`src/rtl/fb_spi_pkg.sv`:
```
// Shared constants, FSM state encoding and command decode for the SPI framebuffer writer.
package fb_spi_pkg;

  localparam int ADDR_W_DEF = 8;
  localparam int DATA_W_DEF = 16;

  localparam logic [7:0] CMD_PANEL1 = 8'h01;
  localparam logic [7:0] CMD_PANEL2 = 8'h02;
  localparam logic [7:0] CMD_BOTH   = 8'h03;

  typedef enum logic [2:0] {
    IDLE = 3'd0,
    CMD  = 3'd1,
    ADDR = 3'd2,
    HI   = 3'd3,
    LO   = 3'd4,
    DROP = 3'd5
  } state_t;

  // Bit 0 selects panel 1, bit 1 selects panel 2; zero means the command is ignored.
  function automatic logic [1:0] cmd_to_mask(input logic [7:0] cmd);
    logic [1:0] mask;
    case (cmd)
      CMD_PANEL1: mask = 2'b01;
      CMD_PANEL2: mask = 2'b10;
      CMD_BOTH:   mask = 2'b11;
      default:    mask = 2'b00;
    endcase
    return mask;
  endfunction

endpackage

```
`src/rtl/spi_byte_rx.sv`:
```
// SPI mode-0 byte receiver: pin synchronisers, edge detect, MSB-first shifter.
// Optional loopback shifter on MISO is built only when SPI_LOOPBACK_EN is defined.
module spi_byte_rx
  import fb_spi_pkg::*;
#(
  parameter int SYNC_STAGES = 2
) (
  input  logic       clk,
  input  logic       rst,
  input  logic       sck,
  input  logic       cs_n,
  input  logic       mosi,
  output logic       byte_vld,
  output logic [7:0] byte_q,
  output logic       cs_active,
  output logic       cs_rise,
  output logic       cs_fall,
  output logic       sck_fall,
  output logic       miso
);

  logic [SYNC_STAGES-1:0] sck_sync;
  logic [SYNC_STAGES-1:0] cs_sync;
  logic [SYNC_STAGES-1:0] mosi_sync;
  logic                   sck_prev;
  logic                   cs_prev;
  logic                   sck_rise_q;
  logic [7:0]             shift;
  logic [2:0]             cnt;

  // CS is synchronised already inverted so a reset chain reads as "no transaction".
  always_ff @(posedge clk) begin
    if (rst) begin
      sck_sync   <= '0;
      cs_sync    <= '0;
      mosi_sync  <= '0;
      sck_prev   <= 1'b0;
      cs_prev    <= 1'b0;
      sck_rise_q <= 1'b0;
      shift      <= 8'h00;
      cnt        <= 3'd0;
      byte_vld   <= 1'b0;
      byte_q     <= 8'h00;
    end else begin
      sck_sync   <= {sck_sync[SYNC_STAGES-2:0], sck};
      cs_sync    <= {cs_sync[SYNC_STAGES-2:0], ~cs_n};
      mosi_sync  <= {mosi_sync[SYNC_STAGES-2:0], mosi};
      sck_prev   <= sck_sync[SYNC_STAGES-1];
      cs_prev    <= cs_sync[SYNC_STAGES-1];
      sck_rise_q <= sck_sync[SYNC_STAGES-1] & ~sck_prev;
      byte_vld   <= 1'b0;
      if (!cs_sync[SYNC_STAGES-1]) begin
        cnt <= 3'd0;
      end else if (sck_rise_q) begin
        shift <= {shift[6:0], mosi_sync[SYNC_STAGES-1]};
        cnt   <= cnt + 3'd1;
        if (cnt == 3'd7) begin
          byte_vld <= 1'b1;
          byte_q   <= {shift[6:0], mosi_sync[SYNC_STAGES-1]};
        end
      end
    end
  end

  assign cs_active = cs_sync[SYNC_STAGES-1];
  assign cs_rise   = cs_prev & ~cs_sync[SYNC_STAGES-1];
  assign cs_fall   = ~cs_prev & cs_sync[SYNC_STAGES-1];
  assign sck_fall  = sck_prev & ~sck_sync[SYNC_STAGES-1];

`ifdef SPI_LOOPBACK_EN
  logic [7:0] lb_hold;
  logic [7:0] lb_shift;
  logic       lb_out;

  // The falling edge that closes a byte (counter wrapped to 0) starts the held byte on MISO.
  always_ff @(posedge clk) begin
    if (rst) begin
      lb_hold  <= 8'h00;
      lb_shift <= 8'h00;
      lb_out   <= 1'b0;
    end else if (!cs_sync[SYNC_STAGES-1]) begin
      lb_hold  <= 8'h00;
      lb_shift <= 8'h00;
      lb_out   <= 1'b0;
    end else begin
      if (sck_rise_q && (cnt == 3'd7)) begin
        lb_hold <= {shift[6:0], mosi_sync[SYNC_STAGES-1]};
      end
      if (sck_fall) begin
        if (cnt == 3'd0) begin
          lb_out   <= lb_hold[7];
          lb_shift <= {lb_hold[6:0], 1'b0};
        end else begin
          lb_out   <= lb_shift[7];
          lb_shift <= {lb_shift[6:0], 1'b0};
        end
      end
    end
  end

  assign miso = lb_out;
`else
  assign miso = 1'b0;
`endif

endmodule

```
`src/rtl/spi_framebuffer_writer.sv`:
```
// SPI slave that turns CMD/ADDR/{HI,LO} byte streams into single-cycle framebuffer RAM writes.
// Define SPI_LOOPBACK_EN to echo the previous received byte on o_spi_miso.
module spi_framebuffer_writer
  import fb_spi_pkg::*;
#(
  parameter int ADDR_W      = ADDR_W_DEF,
  parameter int DATA_W      = DATA_W_DEF,
  parameter int SYNC_STAGES = 2
) (
  input  logic              i_clk,
  input  logic              i_rst,
  input  logic              i_spi_sck,
  input  logic              i_spi_cs_n,
  input  logic              i_spi_mosi,
  output logic              o_spi_miso,
  output logic [ADDR_W-1:0] o_waddr_1,
  output logic [DATA_W-1:0] o_wdata_1,
  output logic              o_we_1,
  output logic [ADDR_W-1:0] o_waddr_2,
  output logic [DATA_W-1:0] o_wdata_2,
  output logic              o_we_2,
  output logic              o_busy
);

  logic              byte_vld;
  logic [7:0]        byte_q;
  logic              cs_active;
  logic              cs_rise;
  logic              cs_fall;
  logic              sck_fall;
  state_t            state;
  logic [1:0]        mask;
  logic [ADDR_W-1:0] addr;
  logic [7:0]        hi_q;

  spi_byte_rx #(.SYNC_STAGES(SYNC_STAGES)) u_rx (
    .clk      (i_clk),
    .rst      (i_rst),
    .sck      (i_spi_sck),
    .cs_n     (i_spi_cs_n),
    .mosi     (i_spi_mosi),
    .byte_vld (byte_vld),
    .byte_q   (byte_q),
    .cs_active(cs_active),
    .cs_rise  (cs_rise),
    .cs_fall  (cs_fall),
    .sck_fall (sck_fall),
    .miso     (o_spi_miso)
  );

  assign o_busy = cs_active;

  // Transaction FSM; end of chip select outranks a byte arriving in the same cycle.
  always_ff @(posedge i_clk) begin
    if (i_rst) begin
      state     <= IDLE;
      mask      <= 2'b00;
      addr      <= '0;
      hi_q      <= 8'h00;
      o_waddr_1 <= '0;
      o_wdata_1 <= '0;
      o_we_1    <= 1'b0;
      o_waddr_2 <= '0;
      o_wdata_2 <= '0;
      o_we_2    <= 1'b0;
    end else begin
      o_we_1 <= 1'b0;
      o_we_2 <= 1'b0;
      if (cs_rise) begin
        state <= IDLE;
      end else begin
        case (state)
          IDLE: if (cs_fall) state <= CMD;
          CMD: if (byte_vld) begin
            mask  <= cmd_to_mask(byte_q);
            state <= (cmd_to_mask(byte_q) != 2'b00) ? ADDR : DROP;
          end
          ADDR: if (byte_vld) begin
            addr  <= ADDR_W'(byte_q);
            state <= HI;
          end
          HI: if (byte_vld) begin
            hi_q  <= byte_q;
            state <= LO;
          end
          LO: if (byte_vld) begin
            if (mask[0]) begin
              o_waddr_1 <= addr;
              o_wdata_1 <= DATA_W'({hi_q, byte_q});
              o_we_1    <= 1'b1;
            end
            if (mask[1]) begin
              o_waddr_2 <= addr;
              o_wdata_2 <= DATA_W'({hi_q, byte_q});
              o_we_2    <= 1'b1;
            end
            addr  <= addr + ADDR_W'(1);
            state <= HI;
          end
          DROP: state <= DROP;
          default: state <= IDLE;
        endcase
      end
    end
  end

endmodule

```
`config.mk`:
```
export PLATFORM = sky130hd
export DESIGN_NAME = spi_framebuffer_writer
export DESIGN_NICKNAME = d
export VERILOG_FILES = /design/src/rtl/fb_spi_pkg.sv /design/src/rtl/spi_byte_rx.sv /design/src/rtl/spi_framebuffer_writer.sv
export SDC_FILE = /design/constraint.sdc
export NUM_CORES = 1
export LEC_CHECK = 0
export CAP_MARGIN = 5
export CORE_MARGIN = 2
export CORE_UTILIZATION = 50
export DETAILED_ROUTE_END_ITERATION = 8
export GPL_ROUTABILITY_DRIVEN = 0
export PLACE_DENSITY_LB_ADDON = 0.1
export REMOVE_ABC_BUFFERS = 1
export SLEW_MARGIN = 20
export SYNTH_ARGS = -nofsm -noshare
export SYNTH_HDL_FRONTEND = slang
export SYNTH_SLANG_ARGS = --single-unit
export TNS_END_PERCENT = 30
```
`constraint.sdc`:
```
create_clock -name i_clk -period 2.44 [get_ports i_clk]
set_input_delay 0.366 -clock i_clk [delete_from_list [all_inputs] [get_ports i_clk]]
set_output_delay 0.366 -clock i_clk [all_outputs]
set_load 0.01 [all_outputs]
```
# Word-level counts from Yosys, hierarchy flattened
# Cells that the tools add are included.
[totals]
wordCells = 81
register_bits = 99
out_inout_bits = 52
input_bits = 5
[op_classes]
n_eq_ne = 15
muxes = 17
n_reduce_logical = 16
add_sub_neg = 2
n_bitwise = 11
[op_table]
columns = ["operator", "count"]
rows = [
  ["8-bit by 2-bit equality test with 1-bit output (second input constant)", 2],
  ["8-bit 2-to-1 mux", 2],
  ["8-bit one-hot mux with 2 select lines", 1],
  ["4-bit AND reduction", 4],
  ["3-bit 2-to-1 mux", 5],
  ["3-bit one-hot mux with 5 select lines", 1],
  ["2-bit by 1-bit != test with 1-bit output (second input constant)", 5],
  ["3-bit equality test (second input constant)", 3],
  ["3-bit AND reduction", 3],
  ["8-bit by 1-bit adder with 8-bit output (second input constant)", 1],
  ["8-bit by 1-bit equality test with 1-bit output (second input constant)", 1],
  ["2-bit 2-to-1 mux", 4],
  ["1-bit NOT", 8],
  ["3-bit by 2-bit equality test with 1-bit output (second input constant)", 2],
  ["2-bit one-hot mux with 3 select lines", 1],
  ["2-bit OR reduction", 3],
  ["2-bit nonzero test", 2],
  ["4-bit OR reduction", 1],
  ["3-bit by 1-bit adder with 3-bit output (second input constant)", 1],
  ["1-bit bitwise AND", 3],
  ["3-bit by 1-bit equality test with 1-bit output (second input constant)", 1],
  ["3-bit zero test", 1],
  ["1-bit 2-to-1 mux", 3],
  ["3-bit OR reduction", 1],
  ["2 further kinds", 2],
]

# Longest topological paths before layout
[logic_depth]
ltp_word = 10
ltp_mapped = 7
ltp_nobuf = 5

# Hierarchy
# A second synthesis with hierarchy kept.
[unflattened]
cells_unflattened = 456
area_unflattened_um2 = 3905.0
[by_module_without_submodules]
columns = ["mod", "n_inst", "area_per_inst_um2", "cells_each", "seq_area_each_um2"]
rows = [
  ["spi_framebuffer_writer", 1, 2788.9, 350, 1421.4],
  ["spi_byte_rx", 1, 1116.1, 106, 560.5],
]

# Least setup slack after synthesis
# Ideal clock, no wire load.
[synth_path]
path_kind = "reg-to-reg"
start = "register state[0]"
end = "register o_wdata_2[10]"
path_slack_ns = 0.955
synth_period_minus_slack_ns = 1.485
t_required_ns = 2.312
stages_incl_launch_ff = 7
setup_ns = 0.128
arrival_time_ns = 1.357
n_path_buf = 2
path_cell_list = "dfxtp_1 -> buf_6 -> nor3b_4 -> nand4_4 -> buf_6 -> mux2i_1 -> nor2_1"
[synth_between]
elab_chain_cells = 2
[synth_rtl]
columns = ["item", "line_no", "rtl"]
rows = [
  ["start: declaration", "spi_framebuffer_writer.sv:31", "state_t state;"],
  ["start signal: assignment", "spi_framebuffer_writer.sv:76", "state <= (cmd_to_mask(byte_q) != 2'b00) ? ADDR : DROP;"],
  ["3-bit equality test", "spi_framebuffer_writer.sv:72", "case (state)"],
  ["4-bit AND reduction (no source line)", "--", ""],
  ["end signal: assignment", "spi_framebuffer_writer.sv:94", "o_wdata_2 <= DATA_W'({hi_q, byte_q});"],
  ["end: declaration", "spi_framebuffer_writer.sv:20", "output logic [DATA_W-1:0] o_wdata_2,"],
]
# No other way between the ends.
# A chain may end at the register's enable or synchronous reset.

# Worst setup path in the final report
[layout_path]
start = "register state[2]"
end = "register o_wdata_1[2]"
[layout_between]
elab_chain_cells = 2
[layout_rtl]
columns = ["item", "line_no", "rtl"]
rows = [
  ["3-bit equality test", "spi_framebuffer_writer.sv:72", ""],
  ["4-bit AND reduction (no source line)", "--", ""],
  ["end signal: assignment", "spi_framebuffer_writer.sv:89", "o_wdata_1 <= DATA_W'({hi_q, byte_q});"],
  ["end: declaration", "spi_framebuffer_writer.sv:17", "output logic [DATA_W-1:0] o_wdata_1,"],
]
# No other way between the ends.

==> impl_results.md <==
* Rows at 31
* Area delta synth->final at 20.70%
* DP HPWL at 5028 um
* I/O pin count at 57
* Synth Instances at 400
* Drt pass-1 iters at 4
* TritonCTS clock tree: yes
* Fmax at about 520 MHz
* Port bufs at 55
* Yosys top cell by area: dfxtp_1
* Starting Density at 0.5224
* Most frequent cells in the layout: 99 x dfxtp_1, 75 x nor2_1, 61 x mux2i_1
* DR DRC count at 0
* Antenna Nets Post-Route at 0
* Clock skew at between 0.01 and 0.015 ns
* Setup TNS at 0 ns
* Leak pwr at 1.992 nW
* Yosys cell types at 40
* Clock Pin Slew Worst Setup and Hold Paths at around 0.10 ns
* Syn Std Cell Area at approximately 3800 sq um
* Antenna diodes at 0
* Final setup viols at 0
* Per-cell routed wire length at ~13 um
* Drt total wl at 7333 um
* Yosys warning count at 0
* Register bit count reported by yosys at 99
* GR Overflow Total at 0
* Tmin final at 1.942 ns
* Worst endpoint required time at roughly 2.7 ns
* Post-synth EDFFs at 0
* Hold WS at 0.3737 ns
* Full die area at between 8000 and 9000 sq um
* Share of cells above drive strength 1 at 0.06608
* Max-slew violation count at 0
* Max-cap violations at 0
* RSZ-0062 raised after global routing: false
* Post-CTS Setup Bufs at 0
* CTS max path bufs at 2
* Area of the multi-input gates at between 1500 and 2000 sq um
* Number of global-route vias before repair at 2,592
* Initial antenna violation count at 0
* FILL cells at about 620
* Yosys top cell area share at 0.5148
* Crit path max fanout at 20
* Width of the die at about 92 um
* Clock Tree Root: clkbuf_8
* Via density at 5.132
* Post-cts repair resize count at 0
* Status: complete, no violations
* Slew headroom at 0.5955
* Register cell area after layout at between 1500 and 2000 sq um
* First-pass GRT wire length at 12,670 um
* CP Capture Type: register
* Worst IR Drop VDD at between 300 and 400 uV
* Core Box Area at approximately 7400 sq um
* Vias after detailed routing at approximately 2,800
* Commonest non-fill, non-tap cell in the layout: dfxtp_1
* Clock sink count at 99
* Cts hold-fix bufs at 0
* Final period util at 0.7958
* Final Hold Fails at 0
* Hold crit path type: input pin to register
* Most area-consuming cells after synthesis: dfxtp_1 51%, mux2i_1 16%, nor2_1 7.3%, a21oi_1 3.4%, nand2_1 2.8%
* Sequential-to-total area share from yosys stat at 0.5148
* Largest net degree at the start of global routing at 55
* Worst-Margin Slew at 0.6012 ns
* DR iter-0 viols at approximately 110
* Total GRT Usage at 0.1835
* Final net count at 457
* Startpoint type of the worst setup path: register
* H-tree Lvls at 3
* Worst skew pair latency at between 0.3 and 0.4 ns
* Post-synth ARST share at 0
* Kind of critical path: register to register
* TritonCTS Buffers at 9
* Cell Pwr Density at approximately 570 nW/um^2
* Most used DFF post-synth: dfxtp_1
* Worst path arrival time at approximately 2.2 ns
* Synth Area per Inst at approximately 9.6 sq um
* Layout Utilization at 0.6306
* Die H at between 90 and 100 um
cells in the mapped netlist, types with 2 or more instances:
library cell  instances
a211o_1               2
a21oi_1              26
and2_1                3
and3_1                3
buf_1                 2
buf_2                 4
buf_4                 2
buf_6                 5
clkbuf_1             12
dfxtp_1              99
ha_1                  3
inv_1                 5
mux2i_1              61
nand2_1              29
nand2b_1              5
nand3_1              12
nand4_1               2
nand4_4               2
nor2_1               75
nor2b_1              11
nor3_1                2
nor4_1                4
o21ai_0              13
xnor2_1               2
sequential cells by signal (all words and copies together), names as in the netlist, 3 cells and up:
| name | count |
|---|---|
| o_waddr_1 | 8 |
| hi_q | 8 |
| o_waddr_2 | 8 |
| state | 3 |
| o_wdata_1 | 16 |
| u_rx.cnt | 3 |
| o_wdata_2 | 16 |
| u_rx.shift | 7 |
| u_rx.byte_q | 8 |
| addr | 8 |
layer usage:
layer,up-vias,global-route usage,part of all wire
met5,-,0,0
met4,0,0.06219,0.0075
met3,4,0.03122,0.035
met2,50,0.2880,0.46
met1,1332,0.2569,0.50
li1,1452,-,-
critical path, cell delays in order, from the launching register on:
cell     delay, ns
dfxtp_1       0.57
nor3b_4       0.47
nand4_4       0.24
buf_4         0.31
mux2i_1       0.19
nor2_1        0.05
report_power, final:
group | switching [W] | total, W | internal [W]
clock network | 0.000587 | 0.000972 | 0.000386
logic | 0.0000322 | 0.0000514 | 0.0000193
registers | 0.00000609 | 0.00163 | 0.00162
layout make-up:
cell class,instances,area share
sequential,99,0.4265
multi-input combinational,271,0.3683
timing repair buffer,63,0.1357
clock buffer,9,0.02666
tap,99,0.02666
clock inverter,7,0.01212
inverter,5,0.004039
path summary, 6_finish.rpt:
kind,start,end,slack (ns),depth (start not counted)
setup / recovery,state[2]$_SDFFE_PP0P_,o_wdata_1[2]$_SDFFE_PP0P_,0.50,5
hold / removal,i_rst,o_wdata_2[3]$_SDFFE_PP0P_,0.37,2
setup reg to reg,state[2]$_SDFFE_PP0P_,o_wdata_1[2]$_SDFFE_PP0P_,0.50,5
hold reg to reg,u_rx.sck_prev$_SDFF_PP0_,u_rx.sck_rise_q$_SDFF_PP0_,0.40,1
through the flow:
stage	std cells	worst slack [ns]	area (sq um)	power [W]
2_1_floorplan	375	-0.08854	3706	0.001678
6_report	553	0.4984	4647	0.002651
3_3_place_gp	537	0.5524	4467	0.001718
5_1_grt	553	0.2950	4647	0.002755
3_5_place_dp	537	0.4864	4467	0.001717
4_1_cts	553	0.4782	4647	0.002678
kinds of logic (layout without fill, tap and decap cells):
group | Yosys count | count (layout) | share of synthesized area
and+or+nand+nor | 156 | 156 | 0.1982
other | 1 | 1 | 0.0009740
muxes | 61 | 61 | 0.1586
xor gates and xnor gates | 2 | 2 | 0.004551
AOI/OAI and AO/OA | 48 | 48 | 0.07085
buffers and inverters | 30 | 84 | 0.04225
DFF | 99 | 99 | 0.5148
adders and majority gates | 3 | 3 | 0.009751
Power figures use the tool's default switching activity.
